File: config.mk
export PLATFORM = sky130hd
export DESIGN_NAME = io_supply_seq
export DESIGN_NICKNAME = d
export VERILOG_FILES = /design/src/rtl/io_supply_pkg.sv /design/src/rtl/io_supply_sync.sv /design/src/rtl/io_supply_seq.sv
export SDC_FILE = /design/constraint.sdc
export NUM_CORES = 1
export LEC_CHECK = 0
export BUFFER_PORTS_ARGS = -buffer_cell sky130_fd_sc_hd__buf_2
export CAP_MARGIN = 20
export CORE_MARGIN = 5
export CORE_UTILIZATION = 35
export CTS_CLUSTER_DIAMETER = 40
export DETAILED_ROUTE_END_ITERATION = 8
export MAX_ROUTING_LAYER = met4
export PLACE_DENSITY = 0.54
export SYNTH_ARGS = -nofsm -noshare
export SYNTH_HDL_FRONTEND = slang
export SYNTH_SLANG_ARGS = --single-unit
File: constraint.sdc
create_clock -name clk_i -period 5.9 [get_ports clk_i]
set_input_delay 0.59 -clock clk_i [delete_from_list [all_inputs] [get_ports clk_i]]
set_output_delay 0.59 -clock clk_i [all_outputs]
set_load 0.01 [all_outputs]
File: src/rtl/io_supply_pkg.sv
// Shared definitions for the IO supply sequencer: state encoding and
// default timing parameters.
package io_supply_pkg;

   localparam int SYNC_STAGES_DEF     = 2;
   localparam int DEBOUNCE_CYCLES_DEF = 16;
   localparam int STEP_CYCLES_DEF     = 4;
   localparam int TIMEOUT_CYCLES_DEF  = 1024;

   typedef enum logic [3:0] {
      ST_OFF         = 4'd0,
      ST_WAIT_SUPPLY = 4'd1,
      ST_DEBOUNCE    = 4'd2,
      ST_REL_RET     = 4'd3,
      ST_EN_IE       = 4'd4,
      ST_EN_OE       = 4'd5,
      ST_ON          = 4'd6,
      ST_PWR_DOWN    = 4'd7,
      ST_FAULT       = 4'd8
   } state_e;

endpackage

File: src/rtl/io_supply_sync.sv
// Single-bit multi-flop synchronizer for asynchronous level-detector inputs.
module io_supply_sync #(
   parameter int STAGES = 2
) (
   input  logic clk_i,
   input  logic rst_i,
   input  logic d_i,
   output logic q_o
);

   logic [STAGES-1:0] sync_q;
   logic [STAGES-1:0] sync_d;

   // Shift the raw input one flop deeper each cycle.
   always_comb begin
      sync_d = {sync_q[STAGES-2:0], d_i};
   end

   // Synchronizer chain, cleared on reset so supplies read as not-good.
   always_ff @(posedge clk_i) begin
      if (rst_i) begin
         sync_q <= '0;
      end else begin
         sync_q <= sync_d;
      end
   end

   assign q_o = sync_q[STAGES-1];

endmodule

File: src/rtl/io_supply_seq.sv
// IO ring supply sequencer: waits for synchronized supply-good, debounces it,
// then releases pad retention, input enable and output enable in steps.
// Power-down reverses the order; supply loss after release forces a latched
// fault with all pad controls returned to their safe values.
module io_supply_seq
   import io_supply_pkg::*;
#(
   parameter int SYNC_STAGES     = SYNC_STAGES_DEF,
   parameter int DEBOUNCE_CYCLES = DEBOUNCE_CYCLES_DEF,
   parameter int STEP_CYCLES     = STEP_CYCLES_DEF,
   parameter int TIMEOUT_CYCLES  = TIMEOUT_CYCLES_DEF
) (
   input  logic       clk_i,
   input  logic       rst_i,
   input  logic       pwrup_req_i,
   input  logic       vddio_ok_i,
   input  logic       vddx_ok_i,
   input  logic       fault_clr_i,
   output logic       pad_ret_o,
   output logic       pad_ie_o,
   output logic       pad_oe_en_o,
   output logic       ready_o,
   output logic       fault_o,
   output logic [3:0] state_o
);

   localparam int DEB_W  = $clog2(DEBOUNCE_CYCLES) + 1;
   localparam int STEP_W = $clog2(STEP_CYCLES) + 1;
   localparam int TMO_W  = $clog2(TIMEOUT_CYCLES) + 1;

   localparam logic [DEB_W-1:0]  DEB_MAX   = DEB_W'(DEBOUNCE_CYCLES);
   localparam logic [STEP_W-1:0] STEP_LAST = STEP_W'(STEP_CYCLES - 1);
   localparam logic [STEP_W-1:0] PD_LAST   = STEP_W'(2 * STEP_CYCLES - 1);
   localparam logic [TMO_W-1:0]  TMO_MAX   = TMO_W'(TIMEOUT_CYCLES);

   logic vddio_sync;
   logic vddx_sync;
   logic supply_good;

   state_e            state_q,    state_d;
   logic [DEB_W-1:0]  deb_cnt_q,  deb_cnt_d,  deb_inc;
   logic [STEP_W-1:0] step_cnt_q, step_cnt_d, step_inc;
   logic [TMO_W-1:0]  tmo_cnt_q,  tmo_cnt_d,  tmo_inc;
   logic              ret_q,   ret_d;
   logic              ie_q,    ie_d;
   logic              oe_q,    oe_d;
   logic              ready_q, ready_d;
   logic              fault_q, fault_d;

   io_supply_sync #(.STAGES(SYNC_STAGES)) u_sync_vddio (
      .clk_i (clk_i),
      .rst_i (rst_i),
      .d_i   (vddio_ok_i),
      .q_o   (vddio_sync)
   );

   io_supply_sync #(.STAGES(SYNC_STAGES)) u_sync_vddx (
      .clk_i (clk_i),
      .rst_i (rst_i),
      .d_i   (vddx_ok_i),
      .q_o   (vddx_sync)
   );

   assign supply_good = vddio_sync & vddx_sync;

   // Saturating increments for all counters; none of them ever wraps.
   always_comb begin
      deb_inc  = (deb_cnt_q == '1)      ? deb_cnt_q  : deb_cnt_q  + 1'b1;
      step_inc = (step_cnt_q == '1)     ? step_cnt_q : step_cnt_q + 1'b1;
      tmo_inc  = (tmo_cnt_q == TMO_MAX) ? tmo_cnt_q  : tmo_cnt_q  + 1'b1;
   end

   // Next-state and next-output logic; pad controls change in the same
   // transition that enters the new state, so outputs stay registered.
   always_comb begin
      state_d    = state_q;
      deb_cnt_d  = deb_cnt_q;
      step_cnt_d = step_cnt_q;
      tmo_cnt_d  = tmo_cnt_q;
      ret_d      = ret_q;
      ie_d       = ie_q;
      oe_d       = oe_q;

      unique case (state_q)
         ST_OFF: begin
            ret_d = 1'b1;
            ie_d  = 1'b0;
            oe_d  = 1'b0;
            if (pwrup_req_i) begin
               state_d   = ST_WAIT_SUPPLY;
               tmo_cnt_d = '0;
               deb_cnt_d = '0;
            end
         end

         ST_WAIT_SUPPLY: begin
            tmo_cnt_d = tmo_inc;
            if (!pwrup_req_i) begin
               state_d = ST_OFF;
            end else if (supply_good) begin
               state_d   = ST_DEBOUNCE;
               deb_cnt_d = '0;
            end else if (tmo_inc == TMO_MAX) begin
               state_d = ST_FAULT;
            end
         end

         ST_DEBOUNCE: begin
            // Timeout keeps running across debounce restarts.
            tmo_cnt_d = tmo_inc;
            if (!supply_good) begin
               state_d   = ST_WAIT_SUPPLY;
               deb_cnt_d = '0;
            end else if (!pwrup_req_i) begin
               state_d = ST_OFF;
            end else if (deb_cnt_q == DEB_MAX) begin
               state_d    = ST_REL_RET;
               step_cnt_d = '0;
               ret_d      = 1'b0;
            end else begin
               deb_cnt_d = deb_inc;
            end
         end

         ST_REL_RET, ST_EN_IE, ST_EN_OE: begin
            step_cnt_d = step_inc;
            if (!supply_good) begin
               state_d = ST_FAULT;
            end else if (!pwrup_req_i) begin
               state_d    = ST_PWR_DOWN;
               step_cnt_d = '0;
               oe_d       = 1'b0;
            end else if (step_cnt_q == STEP_LAST) begin
               step_cnt_d = '0;
               if (state_q == ST_REL_RET) begin
                  state_d = ST_EN_IE;
                  ie_d    = 1'b1;
               end else if (state_q == ST_EN_IE) begin
                  state_d = ST_EN_OE;
                  oe_d    = 1'b1;
               end else begin
                  state_d = ST_ON;
               end
            end
         end

         ST_ON: begin
            if (!supply_good) begin
               state_d = ST_FAULT;
            end else if (!pwrup_req_i) begin
               state_d    = ST_PWR_DOWN;
               step_cnt_d = '0;
               oe_d       = 1'b0;
            end
         end

         ST_PWR_DOWN: begin
            step_cnt_d = step_inc;
            if (!supply_good) begin
               state_d = ST_FAULT;
            end else if (step_cnt_q == PD_LAST) begin
               state_d = ST_OFF;
               ret_d   = 1'b1;
               ie_d    = 1'b0;
            end else if (step_cnt_q == STEP_LAST) begin
               ie_d = 1'b0;
            end
         end

         ST_FAULT: begin
            if (fault_clr_i && !pwrup_req_i) begin
               state_d = ST_OFF;
            end
         end

         default: begin
            state_d = ST_OFF;
         end
      endcase

      // Any entry into FAULT drops every pad control to safe in that edge.
      if (state_d == ST_FAULT) begin
         ret_d = 1'b1;
         ie_d  = 1'b0;
         oe_d  = 1'b0;
      end

      ready_d = (state_d == ST_ON);
      fault_d = (state_d == ST_FAULT);
   end

   // State, counters and registered outputs.
   always_ff @(posedge clk_i) begin
      if (rst_i) begin
         state_q    <= ST_OFF;
         deb_cnt_q  <= '0;
         step_cnt_q <= '0;
         tmo_cnt_q  <= '0;
         ret_q      <= 1'b1;
         ie_q       <= 1'b0;
         oe_q       <= 1'b0;
         ready_q    <= 1'b0;
         fault_q    <= 1'b0;
      end else begin
         state_q    <= state_d;
         deb_cnt_q  <= deb_cnt_d;
         step_cnt_q <= step_cnt_d;
         tmo_cnt_q  <= tmo_cnt_d;
         ret_q      <= ret_d;
         ie_q       <= ie_d;
         oe_q       <= oe_d;
         ready_q    <= ready_d;
         fault_q    <= fault_d;
      end
   end

   assign pad_ret_o   = ret_q;
   assign pad_ie_o    = ie_q;
   assign pad_oe_en_o = oe_q;
   assign ready_o     = ready_q;
   assign fault_o     = fault_q;
   assign state_o     = state_q;

endmodule
==> summary.txt <==
Min path
  • Hold Crit Depth: 1
  • Min-delay worst type: reg -> reg

CTS
  • Clock root cell: clkbuf_8
  • Post-CTS Setup Repair Bufs: 0
  • H-tree lvl count: 2
  • PostCTS Resize Cnt: 0
  • Post-CTS Hold Fix Bufs: 0
  • CTS tree: done
  • Cts bufs inserted: 5
  • Worst-path clk slew: approximately 0.08 ns
  • Clock Latency Late Sink: between 0.2 and 0.3 ns
  • Longest Clk Path Bufs: 2
  • Clock sink total: 32

Worst setup path
  • Crit-path max FO: 7
  • Setup Crit Path Kind: reg -> reg
  • Crit path DAT: approximately 2.5 ns
  • Worst R2R Path Depth: 7
  • Worst Path Required: slightly above 6 ns
  • Startpoint Class: flip-flop
  • Worst setup EP type: flip-flop

Synth
  • Synth Flop Type: dfxtp_1
  • Yosys top cell by area: dfxtp_1
  • Synth Instances: 272
  • Top cells by area, synth: dfxtp_1 (29%), nor2_1 (5.5%), a21oi_1 (3.9%)
  • Syn Std Cell Area: approximately 2200 um^2
  • Avg Inst Size Synth: around 8 um^2
  • Net count after synthesis: approximately 280
  • Post-synthesis sequential area ratio: 0.294
  • Synth Register Bits: 32
  • Async SR Flop Fraction: 0
  • Synth cell types: 58
  • EDFF count, synth: 0
  • Area fraction of the dominant cell type after synthesis: 0.294
  • Yosys warnings: 0

GRT
  • First-pass GRT wire length: 8590 um
  • Largest net degree at the start of global routing: 28
  • Grt total ovfl: 0
  • Overall global routing resource usage: 0.142
  • Vias in the first global route: between 1500 and 2000
  • Initial antenna violation count: 0

Timing
  • Max Fclk: roughly 440 MHz
  • Final Max Slew Viols: 0
  • Setup Skew: 0.0135 ns
  • RSZ-0062 raised after global routing: false
  • TNS Setup: 0 ns
  • Final Hold Viols: 0
  • Setup violators final: 0
  • Fin worst setup slack: 3.63 ns
  • Max_slew headroom: 0.576
  • Period Utilization, post-route: 0.384
  • Post-route minimum period: roughly 2.3 ns
  • Measured slew at the worst slew-check pin: approximately 0.63 ns

Detailed routing
  • Vias per cell: about 5.6
  • Post-route ant nets: 0
  • Routed vias: 1978
  • First drt pass iteration count: 4
  • Avg WL per Cell: between 10 and 15 um
  • DRT Wirelength: between 5000 and 6000 um
  • Drc violations: 0
  • Initial DRC Count: a little over 100

Finish
  • Layout Nets: between 200 and 300
  • Area grow syn2layout: 5.39%
  • Share of layout cells above drive strength 1: 0.130
  • Final core utilization: 0.384
  • Antenna cells: 0

Floorplan
  • Io pins: 15
  • Core footprint: approximately 6000 um^2
  • Cell Rows: 28
  • Die width: ~89 um
  • Die area: slightly below 8000 um^2
  • Initial core utilization: 0.364
  • Die Span Y: slightly below 90 um

Job
  • Max cap viols: 0

Power
  • Worst VDD drop: 76.7 uV
  • Overall power: ~460 uW
  • Pwr per Cell Area: approximately 200 nW/um^2
  • Lkg Pwr: slightly above 0.0008 uW

Status
  • Status: finished clean

Placed design
  • Input/output buffers: 14
  • Pre-CTS WS: about 3.6 ns
  • Dpl hpwl: roughly 3700 um
  • RePlAce Congestion: 0.884
area by class of cell:
type	count	area, um^2
Inverter	10	37.5
Timing Repair Buffer	14	70.1
Multi-Input combinational cell	213	1360
Fill cell	615	3690
Clock buffer	7	96.3
Sequential cell	32	641
Tap cell	75	93.8
layout by cell type, fill, tap and decap left out, types with 3 or more instances in the layout:
master | Yosys | layout
dfxtp_1 | 32 | 32
a21oi_1 | 17 | 17
or3_1 | 6 | 6
o21ai_0 | 12 | 12
xnor2_1 | 5 | 5
and3_1 | 6 | 6
clkbuf_8 | 5 | 7
ha_1 | 6 | 6
a31oi_1 | 6 | 6
nor3_1 | 6 | 6
nor4_1 | 3 | 3
a21o_1 | 4 | 4
a22oi_1 | 4 | 4
nand2b_1 | 6 | 6
nand2_1 | 17 | 17
nor2b_1 | 10 | 10
nand3_1 | 15 | 15
nand4_1 | 5 | 5
and4_1 | 4 | 4
buf_2 | 5 | 14
nor2_1 | 32 | 32
inv_1 | 10 | 10
a311oi_1 | 3 | 3
xor2_1 | 5 | 5
nand3b_1 | 3 | 3
kinds of logic after synthesis:
logic type | Yosys count | synth area share
AOI/OAI and AO/OA | 70 | 0.218
xor gates and xnor gates | 10 | 0.0402
adders and majority gates | 6 | 0.0344
buffers and inverters | 27 | 0.0826
DFF | 32 | 0.294
muxes | 2 | 0.00918
and+or+nand+nor | 125 | 0.322
critical path, stage by stage (launching register included):
cell	delay, ns
dfxtp_1	0.43
ha_1	0.34
nand3_1	0.23
o21ai_0	0.22
o2111a_2	0.23
o211ai_2	0.12
or3_1	0.41
a31oi_1	0.19
per-stage QoR:
stage	instances	hold WS, ns	cell area [um^2]
6_report	351	0.438	2300
5_1_grt	351	0.459	2300
4_1_cts	351	0.441	2300
3_5_place_dp	344	0.425	2200
3_3_place_gp	344	0.429	2200
2_1_floorplan	272	0.414	2180
path summary, 6_finish.rpt:
kind | slack (ns) | startpoint | end
max reg2reg | 3.63 | tmo_cnt_q[1]$_SDFFE_PP0P_ | fault_o$_SDFF_PP0_
min reg2reg | 0.44 | u_sync_vddio.sync_q[0]$_SDFF_PP0_ | u_sync_vddio.sync_q[1]$_SDFF_PP0_
max | 3.63 | tmo_cnt_q[1]$_SDFFE_PP0P_ | fault_o$_SDFF_PP0_
min | 0.44 | u_sync_vddio.sync_q[0]$_SDFF_PP0_ | u_sync_vddio.sync_q[1]$_SDFF_PP0_
synth_stat cells, types with 2 or more instances:
cell      count
nand2b_1      6
nand2_1      17
inv_1        10
nand3_1      15
clkbuf_1      3
and4_1        4
xor2_1        5
o211ai_1      2
a31oi_1       6
and3_2        2
a21o_1        4
o31ai_1       2
nor4_1        3
xnor2_1       5
o22ai_1       2
nand3b_1      3
buf_2         5
and3_1        6
a311oi_1      3
a21boi_0      2
a22oi_1       4
nor3_1        6
o21bai_1      2
buf_4         2
clkbuf_8      5
and2_1        2
nor2b_1      10
a21oi_1      17
or3_1         6
dfxtp_1      32
nor2_1       32
nand4_1       5
buf_6         2
ha_1          6
o21ai_0      12
mux2i_1       2
power breakdown:
group          switching (uW)  internal, uW  total, uW
registers                5.33           219        225
clock network            82.1           104        186
logic                    29.0          19.3       48.3
total                     116           343        459
flip-flops by register name, summed over array words and instances, names as in the netlist, 2 cells and up:
signal               cells
step_cnt_q               3
tmo_cnt_q               11
u_sync_vddio.sync_q      2
deb_cnt_q                5
u_sync_vddx.sync_q       2
state_o                  4
routing by layer:
metal,track usage,up-vias,wire length [um]
met3,0.0341,13,246
met1,0.183,921,2470
met2,0.210,41,2260
met4,0.0636,0,121
met5,-,-,0
li1,-,1003,-
(Power assumes the default switching activity.)
